### src/rtl/vram_read_buffer_pkg.sv
// Shared definitions for the VRAM read buffer:
// FSM encodings, wait-counter width and word step.
package vram_read_buffer_pkg;

    localparam int RW_W      = 4;
    localparam int WORD_STEP = 2;

    typedef enum logic [2:0] {
        S_IDLE   = 3'd0,
        S_DRAIN  = 3'd1,
        S_ARB    = 3'd2,
        S_ACCESS = 3'd3,
        S_DONE   = 3'd4,
        S_PF_ARB = 3'd5,
        S_PF_ACC = 3'd6
    } state_t;

endpackage

### src/rtl/isa_req_sync.sv
// Two-flop synchronizer for an async ISA strobe
// plus rising-edge detect in the clock domain.
module isa_req_sync (
    input  logic clock,
    input  logic RESET,
    input  logic i_req,
    output logic o_level,
    output logic o_rise
);

    logic r_meta;
    logic r_sync;
    logic r_prev;

    // Resynchronize the strobe and keep one delayed copy for edge detect
    always_ff @(posedge clock or negedge RESET) begin
        if (!RESET) begin
            r_meta <= 1'b0;
            r_sync <= 1'b0;
            r_prev <= 1'b0;
        end else begin
            r_meta <= i_req;
            r_sync <= r_meta;
            r_prev <= r_sync;
        end
    end

    assign o_level = r_sync;
    assign o_rise  = r_sync & ~r_prev;

endmodule

### src/rtl/vram_read_buffer.sv
// ISA->VRAM read path with write-buffer drain, bus
// arbitration and one-word sequential prefetch.
module vram_read_buffer
    import vram_read_buffer_pkg::*;
#(
    parameter int ADDR_W    = 20,
    parameter int DATA_W    = 16,
    parameter int READ_WAIT = 2,
    parameter int PREFETCH  = 1
) (
    input  logic              clock,
    input  logic              RESET,
    input  logic              isaReadReq,
    input  logic [ADDR_W-1:0] addressFromIsa,
    output logic [DATA_W-1:0] dataToIsa,
    output logic              isaReady,
    input  logic              wbEmpty,
    input  logic              free,
    input  logic [DATA_W-1:0] vramDataIn,
    output logic [ADDR_W-1:0] vramAddress,
    output logic              read_cmd,
    output logic              chip_select,
    output logic              READBUF_IO_EN,
    output logic              pfHit
);

    localparam logic [RW_W-1:0]   LP_WAIT = RW_W'(READ_WAIT);
    localparam logic [ADDR_W-1:0] LP_STEP = ADDR_W'(WORD_STEP);
    localparam logic              LP_PF   = (PREFETCH != 0);

    state_t              r_state;
    state_t              w_next;
    logic [ADDR_W-1:0]   r_addr;
    logic [ADDR_W-1:0]   r_pfAddr;
    logic [DATA_W-1:0]   r_pfData;
    logic                r_pfValid;
    logic                r_pfPend;
    logic                r_reqPend;
    logic [RW_W-1:0]     r_ctr;
    logic [DATA_W-1:0]   r_dataToIsa;
    logic                r_isaReady;
    logic                r_pfHit;
    logic [ADDR_W-1:0]   r_vramAddress;

    logic                w_req;
    logic                w_rise;
    logic                w_newReq;
    logic                w_stale;
    logic [ADDR_W-2:0]   w_cmpWord;
    logic                w_hit;
    logic                w_pfWant;
    logic                w_inAcc;
    logic                w_bus;
    logic                w_ctrDone;
    logic                w_idleLike;
    logic                w_take;
    logic                w_abort;
    logic                w_startDem;
    logic                w_startPf;
    logic                w_count;
    logic                w_dem;
    logic                w_pfFill;

    isa_req_sync u_sync (
        .clock   (clock),
        .RESET   (RESET),
        .i_req   (isaReadReq),
        .o_level (w_req),
        .o_rise  (w_rise)
    );

    assign w_newReq   = w_rise | r_reqPend;
    assign w_stale    = w_rise | r_reqPend;
    assign w_cmpWord  = w_rise ? addressFromIsa[ADDR_W-1:1]
                               : r_addr[ADDR_W-1:1];
    assign w_hit      = r_pfValid & wbEmpty
                      & (w_cmpWord == r_pfAddr[ADDR_W-1:1]);
    assign w_pfWant   = LP_PF & ~r_pfValid & r_pfPend;
    assign w_inAcc    = (r_state == S_ACCESS) | (r_state == S_PF_ACC);
    assign w_bus      = w_inAcc & free;
    assign w_ctrDone  = (r_ctr == LP_WAIT);
    assign w_idleLike = (r_state == S_IDLE) | (r_state == S_PF_ARB);

    // Bus strobes follow the grant combinationally so a lost grant
    // releases the bus in the same clock
    assign chip_select   = ~w_bus;
    assign read_cmd      = ~w_bus;
    assign READBUF_IO_EN = w_bus;
    assign dataToIsa     = r_dataToIsa;
    assign isaReady      = r_isaReady;
    assign pfHit         = r_pfHit;
    assign vramAddress   = r_vramAddress;

    // FSM state register
    always_ff @(posedge clock or negedge RESET) begin
        if (!RESET) r_state <= S_IDLE;
        else        r_state <= w_next;
    end

    // Next-state logic and datapath strobes
    always_comb begin
        w_next     = r_state;
        w_take     = 1'b0;
        w_abort    = 1'b0;
        w_startDem = 1'b0;
        w_startPf  = 1'b0;
        w_dem      = 1'b0;
        w_pfFill   = 1'b0;
        w_count    = w_bus & ~w_ctrDone;
        unique case (r_state)
            S_IDLE, S_PF_ARB: begin
                if (w_newReq) begin
                    w_take = 1'b1;
                    w_next = w_hit ? S_DONE : S_DRAIN;
                end else if (r_state == S_PF_ARB) begin
                    if (free && wbEmpty) begin
                        w_startPf = 1'b1;
                        w_next    = S_PF_ACC;
                    end
                end else if (w_pfWant) begin
                    w_next = S_PF_ARB;
                end
            end
            S_DRAIN: begin
                if (!w_req) begin
                    w_abort = 1'b1;
                    w_next  = S_IDLE;
                end else if (wbEmpty) begin
                    w_next = S_ARB;
                end
            end
            S_ARB: begin
                if (!w_req || w_stale) begin
                    w_abort = 1'b1;
                    w_next  = S_IDLE;
                end else if (free) begin
                    w_startDem = 1'b1;
                    w_next     = S_ACCESS;
                end
            end
            S_ACCESS: begin
                if (!free) begin
                    w_next = S_ARB;
                end else if (w_ctrDone) begin
                    if (!w_req || w_stale) begin
                        w_abort = 1'b1;
                        w_next  = S_IDLE;
                    end else begin
                        w_dem  = 1'b1;
                        w_next = S_DONE;
                    end
                end
            end
            S_DONE: begin
                if (!w_req) w_next = S_IDLE;
            end
            S_PF_ACC: begin
                if (!free) begin
                    w_next = S_IDLE;
                end else if (w_ctrDone) begin
                    w_pfFill = 1'b1;
                    w_next   = S_IDLE;
                end
            end
            default: w_next = S_IDLE;
        endcase
    end

    // Address, prefetch, wait counter and ISA-side registers
    always_ff @(posedge clock or negedge RESET) begin
        if (!RESET) begin
            r_addr        <= '0;
            r_pfAddr      <= '0;
            r_pfData      <= '0;
            r_pfValid     <= 1'b0;
            r_pfPend      <= 1'b0;
            r_reqPend     <= 1'b0;
            r_ctr         <= '0;
            r_dataToIsa   <= '0;
            r_isaReady    <= 1'b1;
            r_pfHit       <= 1'b0;
            r_vramAddress <= '0;
        end else begin
            r_pfHit <= 1'b0;
            if (w_rise) r_addr <= addressFromIsa;
            if (w_take) begin
                r_reqPend <= 1'b0;
                if (w_hit) begin
                    r_dataToIsa <= r_pfData;
                    r_isaReady  <= 1'b1;
                    r_pfHit     <= 1'b1;
                end else begin
                    r_isaReady <= 1'b0;
                end
            end
            if (w_abort && !r_reqPend) r_isaReady <= 1'b1;
            if (w_startDem) begin
                r_vramAddress <= r_addr;
                r_ctr         <= '0;
            end
            if (w_startPf) begin
                r_vramAddress <= r_pfAddr;
                r_ctr         <= '0;
            end
            if (w_count) r_ctr <= r_ctr + RW_W'(1);
            if (w_dem) begin
                r_dataToIsa <= vramDataIn;
                r_isaReady  <= 1'b1;
                r_pfAddr    <= r_addr + LP_STEP;
                r_pfPend    <= LP_PF;
                r_pfValid   <= 1'b0;
            end
            if (w_pfFill) begin
                r_pfData  <= vramDataIn;
                r_pfValid <= 1'b1;
                r_pfPend  <= 1'b0;
            end
            if (w_rise && !w_idleLike) begin
                r_reqPend  <= 1'b1;
                r_isaReady <= 1'b0;
            end
            if (!wbEmpty) r_pfValid <= 1'b0;
        end
    end

endmodule

### config.mk
export PLATFORM = sky130hd
export DESIGN_NAME = vram_read_buffer
export DESIGN_NICKNAME = d
export VERILOG_FILES = /design/src/rtl/vram_read_buffer_pkg.sv /design/src/rtl/isa_req_sync.sv /design/src/rtl/vram_read_buffer.sv
export SDC_FILE = /design/constraint.sdc
export NUM_CORES = 1
export LEC_CHECK = 0
export BUFFER_PORTS_ARGS = -buffer_cell sky130_fd_sc_hd__buf_2
export CAP_MARGIN = 20
export CORE_MARGIN = 1.5
export CORE_UTILIZATION = 45
export CTS_CLUSTER_SIZE = 8
export DETAILED_ROUTE_END_ITERATION = 12
export PLACE_DENSITY = 0.67
export SLEW_MARGIN = 10
export SYNTH_ARGS = -nofsm -noshare
export SYNTH_HDL_FRONTEND = slang
export SYNTH_SLANG_ARGS = --single-unit
### constraint.sdc
create_clock -name clock -period 4.9 [get_ports clock]
set_input_delay 0.735 -clock clock [delete_from_list [all_inputs] [get_ports clock]]
set_output_delay 0.735 -clock clock [all_outputs]
set_load 0.05 [all_outputs]
Yosys cells after proc, flatten, opt, wreduce, memory -nomap -nowiden
Index checks and enable logic that the tools add are counted.
{"block": "classes", "add_sub_neg": 2, "n_mul": 0, "div_mod_pow": 0, "n_lt_le_gt_ge": 0, "n_eq_ne": 16, "n_shift": 0, "muxes": 59, "bitwise": 13, "n_reduce_logical": 18}
{"op": "2-to-1 mux 16 bit", "count": 3}
{"op": "2-to-1 mux 3 bit", "count": 15}
{"op": "2-to-1 mux 20 bit", "count": 2}
{"op": "2-to-1 mux 1 bit", "count": 33}
{"op": "adder 20 x 2 -> 20 bit, second input constant", "count": 1}
{"op": "equality test 19 bit", "count": 1}
{"op": "2-to-1 mux 19 bit", "count": 1}
{"op": "one-hot mux 3 bit (6 select lines)", "count": 1}
{"op": "2-to-1 mux 4 bit", "count": 3}
{"op": "inequality test 3 bit, second input constant", "count": 4}
{"op": "nonzero test 2 bit", "count": 5}
{"op": "equality test 3 bit, second input constant", "count": 3}
{"op": "inequality test 4 bit, second input constant", "count": 2}
{"op": "AND reduction 7 bit", "count": 1}
{"op": "AND 1 bit", "count": 6}
{"op": "equality test 3 x 2 -> 1 bit, second input constant", "count": 2}
{"op": "adder 4 x 1 -> 4 bit, second input constant", "count": 1}
{"op": "equality test 4 x 2 -> 1 bit, second input constant", "count": 1}
{"op": "NOT 1 bit", "count": 4}
{"op": "nonzero test 4 bit", "count": 1}
{"op": "equality test 3 x 1 -> 1 bit, second input constant", "count": 1}
{"op": "logical AND 1 bit", "count": 3}
{"op": "zero test 1 bit", "count": 3}
{"op": "zero test 3 bit", "count": 1}
{"op": "8 further kinds", "count": 10}
{"block": "totals", "regBits": 107, "latch_bits": 0, "ram_bits": 0, "romBits": 0, "in_bits": 41, "output_inout_bits": 41, "elab_cells": 123, "memories": 0}

Longest topological paths before layout
{"block": "depth", "word_depth": 12, "ltp_mapped": 10, "depth_no_buf": 9}

Cells and area by module
Synthesis repeated with hierarchy kept, for this count alone.
{"block": "unflattened", "cells_unflattened": 507, "hier_area_um2": 5361.4}
{"module": "vram_read_buffer", "instances": 1, "cells_per_inst": 503, "area_each_um2": 5272.6, "seq_area_each_um2": 2603.7}
{"module": "isa_req_sync", "instances": 1, "cells_per_inst": 4, "area_each_um2": 88.8, "seq_area_each_um2": 75.1}

Worst setup path after synthesis
No wires, ideal clock.
{"block": "synth_path", "kind": "input to register", "start": "input free", "end": "register r_state[2]", "setup_time_ns": 0.124, "arrival_time_ns": 2.548, "t_required_ns": 4.776, "setup_slack_ns": 2.229, "path_stages": 7, "n_path_buf": 0, "path_cell_list": "nand3_1 -> inv_1 -> nand2_1 -> o21a_1 -> nand2_1 -> nor4_1 -> o31a_1"}
{"block": "synth_between", "elab_chain_cells": 3, "word_cells_on_any_way": 9, "classes_between": "eq/ne (4); mux (3); reduce/logical (2)"}
{"item": "from (decl)", "line": "vram_read_buffer.sv:18", "rtl": "input logic free,"}
{"item": "logical AND 1 bit", "line": "vram_read_buffer.sv:116", "rtl": "if (free && wbEmpty) begin"}
{"item": "inequality test 4 bit (no source line)"}
{"item": "AND reduction 7 bit (no source line)"}
{"item": "to (signal assigned)", "line": "vram_read_buffer.sv:97", "rtl": "else r_state <= w_next;"}
{"item": "to (decl)", "line": "vram_read_buffer.sv:31", "rtl": "state_t r_state;"}
Parallel ways exist; a longest one is shown, timed or not.
A chain may end at the register's enable or synchronous reset.

Worst setup path in the final report
{"block": "layout_path", "start": "register u_sync.r_prev", "end": "register r_vramAddress[1] (netlist: vramAddress[1])"}
{"block": "layout_between", "elab_chain_cells": 7, "word_cells_on_any_way": 10, "classes_between": "mux (5); bitwise (3); reduce/logical (2)"}
{"item": "from (decl)", "line": "isa_req_sync.sv:13", "rtl": "logic r_prev;"}
{"item": "from (signal assigned)", "line": "isa_req_sync.sv:24", "rtl": "r_prev <= r_sync;"}
{"item": "NOT 1 bit *", "line": "isa_req_sync.sv:29", "rtl": "assign o_rise = r_sync & ~r_prev;"}
{"item": "AND 1 bit *", "line": "isa_req_sync.sv:29"}
{"item": "bitwise OR 1 bit *", "line": "vram_read_buffer.sv:72, vram_read_buffer.sv:73"}
{"item": "logical OR 1 bit", "line": "vram_read_buffer.sv:133", "rtl": "if (!w_req || w_stale) begin"}
{"item": "2-to-1 mux 1 bit", "line": "vram_read_buffer.sv:133"}
{"item": "2-to-1 mux 1 bit", "line": "vram_read_buffer.sv:110", "rtl": "unique case (r_state)"}
{"item": "nonzero test 2 bit (no source line)"}
{"item": "to (signal assigned)", "line": "vram_read_buffer.sv:198", "rtl": "r_vramAddress <= r_addr;"}
{"item": "to (signal assigned)", "line": "vram_read_buffer.sv:202", "rtl": "r_vramAddress <= r_pfAddr;"}
{"item": "to (decl)", "line": "vram_read_buffer.sv:43", "rtl": "logic [ADDR_W-1:0] r_vramAddress;"}
Mark *: on every way between the ends. The rest lies on a longest branch, timed or not.

==> out/metrics.cfg <==
[power]
vdd_drop_max_mv = 0.266
p_total_mw = 3.11
power_density_nw_per_um2 = 491
p_leak_nw = 2.96

[synth]
synth.distinct_cells = 65
postSynthAreaPerCell_um2 = 9.62
synthTopCellsByCount = 106 x dfrtp_1, 98 x nand2_1, 43 x nand3_1
ys_seq_elements = 107
syn-cell-area_um2 = 5530
yosysSeqAreaShare = 0.484
synth_edf_count = 0
synthesis.nets = 619
async_flop_share = 1.00
synthTopCellsByArea = dfrtp_1 48%, nand2_1 6.6%, mux2i_1 5.6%
yosysTopAreaCell = dfrtp_1
synth_top_area_share = 0.479
synth_cells = 575
yosys_warnings = 0
yosysMostFrequentCell = dfrtp_1
synth_ff_type = dfrtp_1

[min_path]
hold_path.startpoint = u_sync.r_meta
hold_path_end = u_sync.o_level
min-delay-path-class = flip-flop to flip-flop
whs_path_depth = 0

[worst_setup_path]
critPathMaxStageDelay_ps = 930
crit_type = flip-flop to flip-flop
cp_cell_sequence = nand2b_1, nand2b_1, nor4_4, buf_4, mux2i_1, o21ai_0
worstRegToRegCells = 6
critPathArrivalTime_ps = 3510
r2r-end = vramAddress[1]
worstPathMaxFanout = 19
worst-endpoint-required_ps = 5130
crit_slowest_cell = nor4_4
cp_common_cell = nand2b_1
worstReg2RegStart = u_sync.r_prev
startpoint_type = flip-flop
endpoint_kind = flip-flop
r2r_setup_slack_ps = 1620

[floorplanning]
ios = 82
die_height_um = 114
rows = 40
die_area_um2 = 13000
start_util = 0.461
core-area_um2 = 12000
die_x_um = 114

[global_route]
track_usage = 0.217
grt_max_degree = 72
grt_pass1_vias = 4384
grt_pass1_wl_um = 22200
grt_overflow = 0
antenna_found_initial = 0

[sta]
worst_slew_pin_slew_ps = 1090
min_period_over_period = 0.670
slew_violations = 0
slew_headroom = 0.271
finalSetupTns_ps = 0
post-route-min-period_ps = 3280
finalSetupViolations = 0
fmax_ghz = 0.305
fin_skew_ps = 9.71
hold_viol = 0
fin_hold_ws_ps = 377
rsz0062_at_grt = no

[clock_network]
post_cts_buffers = 0
cts_buffers = 9
cts_hold_buf = 0
path_clk_slew_ps = 70
h-tree-depth = 3
cts_root_buf = clkbuf_16
cts.sinks = 107
cts_buffer_depth = 2
cts_tree = yes
clk_latency_ps = 350
post_cts_resized = 0

[placement]
numPortBuffers = 81
gp_congestion = 0.850
placed_area_um2 = 5980
post-dp-hpwl_um = 9150

[detailed_routing]
num_vias = 4469
drc = 0
drt_first_pass_iters = 5
routed_wirelength_um = 13400
ant_nets = 0
viasPerCell = 5.66
wire_per_inst_um = 17.0
drtIter0Drc = 309

[job]
drv_cap = 0

[final_layout]
fillCellCount = 1083
seqCellArea_um2 = 2680
syn_to_final_growth_pct = 14.3
multi_input_area_um2 = 2550
fin_area_um2 = 6320
layout.nets = 682
layout-drive-gt1-share = 0.193
diodes = 0

[outcome]
outcome = completed

==> metal layers <==
layer | vias to the layer above | routed length, µm | track usage
met3 | 17 | 681 | 0.0404
met1 | 2194 | 6290 | 0.308
met5 | - | 0 | 0
met2 | 141 | 6250 | 0.338
li1 | 2117 | - | -
met4 | 0 | 201 | 0.0700
==> report_power, final <==
| group | switching, mW | leakage (nW) | total [mW] | internal, mW |
|---|---|---|---|---|
| combinational | 0.686 | 1.39 | 1.00 | 0.317 |
| sequential | 0.199 | 1.41 | 1.27 | 1.07 |
| clock | 0.329 | 0.159 | 0.829 | 0.501 |
==> how the worst max path moves through the flow <==
| stage | startpoint | endpoint | slack [ps] |
|---|---|---|---|
| after global routing | u_sync.r_prev | r_ctr[3] | 1340 |
| after CTS | u_sync.r_prev | r_ctr[0] | 1640 |
| after detailed placement | u_sync.r_prev | r_ctr[0] | 1650 |
| final | u_sync.r_prev | vramAddress[1] | 1620 |
| after global placement | u_sync.r_prev | r_ctr[3] | 1820 |
| after floorplan | free | r_state[2] | 2230 |
==> stage by stage <==
step | setup slack, ps | instances | utilization
floorplan | 2230 | 575 | -
global placement | 1820 | 774 | 0.498
detailed placement | 1650 | 774 | 0.498
CTS | 1640 | 790 | 0.526
global route | 1340 | 790 | 0.526
finish | 1620 | 790 | 0.526
==> placed cells by master, fill, tap and decap left out, types with 2 or more instances in the layout <==
cell type,instances
bufinv_16,3
a22oi_1,4
dfrtp_1,106
a2111o_1,2
nand3_1,43
buf_4,6
nor4_1,4
nand2b_1,5
or3_1,2
mux2i_1,31
and4_1,5
o211ai_1,2
o221ai_1,2
buf_2,80
nor3_1,4
mux2_2,15
o21ai_1,11
ha_1,3
o22ai_1,8
a221oi_1,2
nor4b_1,2
nor2b_1,9
xnor2_1,20
inv_1,29
clkbuf_16,9
xor2_1,9
nor2_1,20
nand2_1,98
nor4_4,2
nand4_1,4
a21oi_1,4
and3_1,8
o21ai_0,41
nand3b_1,16
clkinvlp_4,2
==> layout make-up <==
class                   count  share of cell area
flip-flops and latches    107               0.424
multi-input cells         403               0.404
repair buffers             86              0.0705
clock buffers              10              0.0362
well taps                 147              0.0291
inverters                  31              0.0184
clock inverters             6              0.0180
==> worst max-delay path, delay by kind of cell, from the launching register on <==
| family | cells | cell delay [ps] |
|---|---|---|
| mux | 1 | 220 |
| simple gates | 3 | 2040 |
| compound gates | 1 | 110 |
| buf+inv | 1 | 390 |
| flops | 1 | 410 |
==> registers in the layout, summed over array words and instances (netlist names) <==
signal and cells:
r_addr 20, r_pfAddr 20, vramAddress 20, dataToIsa 16, r_pfData 16, r_ctr 4, r_state 3, isaReady 1
pfHit 1, r_pfPend 1, r_pfValid 1, r_reqPend 1, u_sync.o_level 1, u_sync.r_meta 1, u_sync.r_prev 1
==> kinds of logic (layout without fill, tap and decap cells) <==
group	Yosys count	after routing	share of synthesized area
xor gates and xnor gates	29	29	0.0459
DFF	107	107	0.484
adders and majority gates	3	3	0.00678
AOI/OAI and AO/OA	93	93	0.105
muxes	48	48	0.0911
and+or+nand+nor	230	230	0.212
buffers and inverters	65	133	0.0556
Power figures use the tool's default switching activity.
